File: src/rtl/oc15_pkg.sv
// Shared widths and types for the oc15 ones counter.
package oc15_pkg;

   localparam int IN_W  = 15;
   localparam int OUT_W = 4;

   typedef logic [OUT_W-1:0] cnt_t;

endpackage : oc15_pkg

File: src/rtl/full_adder.sv
// Single-bit full adder, the only building block of the oc15 compressor tree.
module full_adder (
   input  logic a,
   input  logic b,
   input  logic cin,
   output logic sum,
   output logic cout
);

   logic axb;

   assign axb  = a ^ b;
   assign sum  = axb ^ cin;
   assign cout = (a & b) | (cin & axb);

endmodule : full_adder

File: src/rtl/oc15.sv
// 15-bit population count: full-adder compressor tree feeding one output register.
module oc15
   import oc15_pkg::*;
(
   input  logic            clk,
   input  logic            rst_n,
   input  logic [0:IN_W-1] in,
   input  logic            in_valid,
   output logic [OUT_W-1:0] out,
   output logic            out_valid
);

   logic [2:0] pa;
   logic [2:0] pb;
   logic       sa1, ca1, sa2, ca2, ca3;
   logic       sb1, cb1, sb2, cb2, cb3;
   logic       rc0, rc1;
   cnt_t       cnt_p0;
   cnt_t       cnt_p1;
   logic       vld_p1;

   // stage p0: two 7:3 counters over in[0:6] and in[7:13]
   full_adder u_fa_a1 (.a(in[0]), .b(in[1]), .cin(in[2]), .sum(sa1),   .cout(ca1));
   full_adder u_fa_a2 (.a(in[3]), .b(in[4]), .cin(in[5]), .sum(sa2),   .cout(ca2));
   full_adder u_fa_a3 (.a(sa1),   .b(sa2),   .cin(in[6]), .sum(pa[0]), .cout(ca3));
   full_adder u_fa_a4 (.a(ca1),   .b(ca2),   .cin(ca3),   .sum(pa[1]), .cout(pa[2]));

   full_adder u_fa_b1 (.a(in[7]),  .b(in[8]),  .cin(in[9]),  .sum(sb1),   .cout(cb1));
   full_adder u_fa_b2 (.a(in[10]), .b(in[11]), .cin(in[12]), .sum(sb2),   .cout(cb2));
   full_adder u_fa_b3 (.a(sb1),    .b(sb2),    .cin(in[13]), .sum(pb[0]), .cout(cb3));
   full_adder u_fa_b4 (.a(cb1),    .b(cb2),    .cin(cb3),    .sum(pb[1]), .cout(pb[2]));

   // the 15th bit enters as carry-in of the ripple adder that merges the partial counts
   full_adder u_fa_r0 (.a(pa[0]), .b(pb[0]), .cin(in[14]), .sum(cnt_p0[0]), .cout(rc0));
   full_adder u_fa_r1 (.a(pa[1]), .b(pb[1]), .cin(rc0),    .sum(cnt_p0[1]), .cout(rc1));
   full_adder u_fa_r2 (.a(pa[2]), .b(pb[2]), .cin(rc1),    .sum(cnt_p0[2]), .cout(cnt_p0[3]));

   // stage p1: output register, count held while in_valid is low
   always_ff @(posedge clk or negedge rst_n) begin
      if (!rst_n) begin
         cnt_p1 <= '0;
         vld_p1 <= 1'b0;
      end else begin
         vld_p1 <= in_valid;
         if (in_valid)
            cnt_p1 <= cnt_p0;
      end
   end

   assign out       = cnt_p1;
   assign out_valid = vld_p1;

endmodule : oc15

File: config.mk
export PLATFORM = sky130hd
export DESIGN_NAME = oc15
export DESIGN_NICKNAME = d
export VERILOG_FILES = /design/src/rtl/oc15_pkg.sv /design/src/rtl/full_adder.sv /design/src/rtl/oc15.sv
export SDC_FILE = /design/constraint.sdc
export NUM_CORES = 1
export LEC_CHECK = 0
export CORE_AREA = 2 2 39 41
export CTS_CLUSTER_DIAMETER = 80
export DETAILED_ROUTE_END_ITERATION = 10
export DIE_AREA = 0 0 41 43
export PLACE_DENSITY = 0.67
export SYNTH_ARGS = -nofsm -noshare
export SYNTH_HDL_FRONTEND = slang
export SYNTH_SLANG_ARGS = --single-unit
File: constraint.sdc
create_clock -name clk -period 2 [get_ports clk]
set_input_delay 0.2 -clock clk [delete_from_list [all_inputs] [get_ports clk]]
set_output_delay 0.2 -clock clk [all_outputs]
set_load 0.02 [all_outputs]
* After elaboration in Yosys (flattened, before gate mapping) *
Index checks and enable logic that the tools add are counted.
W data, S select, Z words.

storage, ports and cells
  register bits = 5
  bits in latches = 0
  RAM bits = 0
  bits in read-only memories = 0
  input bits = 18
  output and inout bits = 5
  logic and storage cells = 57
  memories = 0

cells by class
  $add $sub $neg = 0
  $mul = 0
  div/mod/pow operators = 0
  magnitude comparators = 0
  equal/unequal tests = 0
  shift operators = 0
  muxes and demuxes = 0
  bitwise logic cells = 55
  reduce and logical (&&, ||, !) cells = 0

operators with widths
  operator       number
  $and A1 B1 Y1  22
  $xor A1 B1 Y1  22
  $or A1 B1 Y1   11

* Logic depth before layout (Yosys ltp) *
  depth after elaboration = 11
  mapped depth = 10
  gate-level depth less buffers = 10

* Cells and area by module *
Synthesis repeated with hierarchy kept, for this count alone.

second synthesis, totals
  cell total of the unflattened synthesis = 20
  area, all modules = 390.4 um2

modules (own cells, without submodules)
  module      instances  cells an instance  area an instance (um2)  sequential area each (um2)
  full_adder  11         1                  20.0                    0.0
  oc15        1          9                  170.2                   125.1

* Least setup slack after synthesis *
Ideal clock, no wire load.

  path kind = input-to-reg
  from = input port in[2] in the netlist's numbering
  to = register cnt_p1[2] (netlist: out[2])
  library setup time = 0.125 ns
  data arrival time = 2.595 ns
  data required time = 1.875 ns
  slack = -0.719 ns
  cell stages on the path = 10
  path buffers = 0
  cells stage by stage = inv_1 > fa_1 > inv_1 > fa_1 > inv_1 > fa_1 > inv_1 > fa_1 > fa_1 > mux2_2

between the ends
  cells in the longest elaborated chain, start to end = 9
  elaborated cells on any way between the ends = 23
  those cells by class = 23 x bitwise

ends and longest elaborated chain
  element                                                RTL line                            RTL
  start, declared                                        oc15.sv:7                           input logic [0:IN_W-1] in,
  $xor A1 B1 Y1                                          full_adder.sv:13                    assign sum = axb ^ cin;
  $xor A1 B1 Y1                                          full_adder.sv:12                    assign axb = a ^ b;
  $xor A1 B1 Y1 / $and A1 B1 Y1 (equally long branches)  full_adder.sv:13, full_adder.sv:14
  $xor A1 B1 Y1 / $or A1 B1 Y1 (equally long branches)   full_adder.sv:12, full_adder.sv:14
  $and A1 B1 Y1 / $xor A1 B1 Y1 (equally long branches)  full_adder.sv:14, full_adder.sv:13
  $or A1 B1 Y1 / $xor A1 B1 Y1 (equally long branches)   full_adder.sv:14, full_adder.sv:12
  $and A1 B1 Y1                                          full_adder.sv:14                    assign cout = (a & b) | (cin & axb);
  $or A1 B1 Y1                                           full_adder.sv:14
  $xor A1 B1 Y1 *                                        full_adder.sv:13
  net u_fa_r2.sum                                        full_adder.sv:6                     output logic sum,
  end signal, assigned                                   oc15.sv:46                          cnt_p1 <= cnt_p0;
  end, declared                                          oc15.sv:19                          cnt_t cnt_p1;

Mark *: on every way through the listed nets, which the timed path passes. The rest lies on a longest branch.
A chain may end at the register's enable or synchronous reset.

* Worst setup path after layout *
  from = input port in[1] in the netlist's numbering
  to = register cnt_p1[2] (netlist: out[2])

between the ends
  cells in the longest elaborated chain, start to end = 10
  elaborated cells on any way between the ends = 25
  those cells by class = 25 x bitwise

ends and longest elaborated chain
  element                                                RTL line
  $xor A1 B1 Y1                                          full_adder.sv:12
  $xor A1 B1 Y1                                          full_adder.sv:13
  $xor A1 B1 Y1                                          full_adder.sv:12
  $xor A1 B1 Y1 / $and A1 B1 Y1 (equally long branches)  full_adder.sv:13, full_adder.sv:14
  $xor A1 B1 Y1 / $or A1 B1 Y1 (equally long branches)   full_adder.sv:12, full_adder.sv:14
  $and A1 B1 Y1 / $xor A1 B1 Y1 (equally long branches)  full_adder.sv:14, full_adder.sv:13
  $or A1 B1 Y1 / $xor A1 B1 Y1 (equally long branches)   full_adder.sv:14, full_adder.sv:12
  $and A1 B1 Y1                                          full_adder.sv:14
  $or A1 B1 Y1                                           full_adder.sv:14
  $xor A1 B1 Y1 *                                        full_adder.sv:13
  net u_fa_r2.sum                                        full_adder.sv:6

Marks and branches as above.

==> metrics.md <==
| Metric | Value |
|---|---|
| Max Cap Violations | `0` |
| Synth area leaders | `fa_1 48%, dfrtp_1 27%, inv_1 15%, mux2_2 7.4%, mux2i_1 2.2%` |
| Wire length of the first global-routing pass | `1.44 mm` |
| CTS tree | `done` |
| PnR worst setup slack | `-0.573 ns` |
| RSZ-0062 raised after global routing | `true` |
| Final setup vio count | `3` |
| CTS HTree Levels | `1` |
| Final Max Slew Viols | `0` |
| Area delta synth->final | `59.7%` |
| Placed insts | `76` |
| CP required | `2.13 ns` |
| Routed length per instance | `9.94 um` |
| TNS Setup | `-1.42 ns` |
| Routability Congestion | `0.609` |
| Synthesized area | `457 um2` |
| Die area | `1760 um2` |
| Worst path cell trace | `buf_6 > inv_2 > fa_1 > inv_2 > fa_2 > inv_2 > fa_2 > inv_2 > fa_2 > fa_2 > mux2_4` |
| Setup Fix Bufs, Post-CTS | `0` |
| Vias in the first global route | `394` |
| Post-route ant nets | `0` |
| Largest net degree at the start of global routing | `6` |
| Arrival @ worst endpoint | `2.70 ns` |
| Fin crit period | `2.57 ns` |
| Port Buffers | `22` |
| Leak | `0.366 nW` |
| Smallest hold slack | `0.175 ns` |
| Avg Inst Size Synth | `12.0 um2` |
| FP Rows | `14` |
| Fin nets | `94` |
| # DRC | `0` |
| Gr ovfl total | `0` |
| CP Max Fanout | `1` |
| Synth warn | `0` |
| Max-slew headroom | `82.0%` |
| Worst Path Buf+Inv | `5` |
| Sequential-to-total area share from yosys stat | `27.4%` |
| CP Capture Type | `flip-flop` |
| Clk root buf | `clkbuf_4` |
| Post-synthesis cell count | `38` |
| Initial DRC count | `2` |
| HP Class | `input pin to asynchronous set/reset pin` |
| Crit Path Category | `input pin to flip-flop` |
| Slowest-stage cell, CP | `fa_1` |
| Cell area after layout | `729 um2` |
| Vias/cell | `4.15` |
| Syn Nets | `67` |
| Yosys cell types | `5` |
| GRT Total Usage | `12.5%` |
| Yosys top cell by area | `fa_1` |
| Antenna violations before repair | `0` |
| Slowest stage delay, CP | `0.54 ns` |
| Final Hold Fails | `0` |
| Worst skew pair latency | `0.24 ns` |
| Die extent in x | `41 um` |
| Fmax | `389 MHz` |
| Final wirelength | `795 um` |
| Power Dens Cells | `949 nW/um2` |
| Clk buf depth | `2` |
| Outcome | `finished with violations` |
| Tcrit/Tclk final | `129%` |
| Ports | `23` |
| Setup Skew | `0 ns` |
| Initial Util | `33.0%` |
| Non-filler cells, final | `80` |
| Worst Tran Pin Value | `0.269 ns` |
| Flops & latches, synth | `5` |
| CP Launch Type | `input pin` |
| Layout cells sized above 1 | `51.6%` |
| Via count | `332` |
| DRT Pass-1 Iters | `2` |
| Synth top area share | `48.2%` |
| Delay-heaviest family, CP | `adder cells` |
| Cell Area, Placed | `719 um2` |
| Post-layout util | `52.7%` |
| Clock Sinks | `5` |
| CTS clk-pin slew, worst paths | `0.04 ns` |
| Peak VDD IR | `0.239 mV` |
| Failing checks | `negative setup slack` |
| DP HPWL | `713 um` |
| Core box area | `1380 um2` |
| Chip height | `43 um` |
| ANT cells | `0` |
| Num CTS Buffers | `3` |
metal layers:
metal	global-route usage [%]	part of all wire (%)
met1	13.0	34
met2	19.7	56
met3	3.14	8.1
met4	10.0	2.4
met5	0	0
state kept, by name, indices dropped and copies added (netlist names):
signal	cells
out	4
out_valid	1
layout by cell type, fill, tap and decap left out:
master,n
buf_6,4
clkbuf_4,3
fa_1,6
inv_2,9
fa_2,5
inv_1,8
buf_2,5
mux2i_1,1
inv_8,1
mux2_4,3
clkdlybuf4s50_1,10
buf_8,1
clkbuf_2,2
dfrtp_1,5
clkbuf_1,1
synth_stat cells (all sizes together):
master and n:
dfrtp 5, fa 11, inv 18, mux2 3
mux2i 1
cell type report:
| class | instances | area, um2 |
|---|---|---|
| fill | 142 | 654 |
| sequential | 5 | 125 |
| tap | 16 | 20.0 |
| multi-input combinational | 15 | 288 |
| inverter | 18 | 75.1 |
| clock buffer | 4 | 26.3 |
| timing repair buffer | 22 | 195 |
per-stage QoR:
stage                     worst slack, ns  power, mW
final                              -0.573      0.692
after global routing               -0.614      0.766
after CTS                          -0.616      0.707
after detailed placement            -1.34      0.565
after global placement              -1.32      0.547
after floorplan                    -0.687      0.398
where the power goes:
part / total [mW] / switching, mW / internal [mW]
clock network: 0.118 / 0.0425 / 0.0755
logic: 0.405 / 0.182 / 0.223
registers: 0.169 / 0.0243 / 0.145
repair_timing:
action,CTS,global route
hold buffers,0,0
pin swaps,11,10
setup endpoints to repair,4,3
gates resized for setup,53,7
final timing paths:
| check | startpoint | end | slack (ns) | cells past startpoint |
|---|---|---|---|---|
| worst max-delay path | in[1] | out[2] | -0.57 | 11 |
| worst min-delay path | rst_n | out[3] | 0.18 | 1 |
| worst max register to register | out[2] | out[2] | 1.23 | 1 |
| worst min register to register | out[3] | out[3] | 0.52 | 1 |
| max in group asynchronous | rst_n | out[1] | 1.64 | 1 |
| min in group clk | out[3] | out[3] | 0.52 | 1 |
cell families after synthesis:
family / share of synthesized area [%]
muxes: 9.59
DFF: 27.4
adders and majority gates: 48.2
buffers and inverters: 14.8
(Power assumes the default switching activity.)
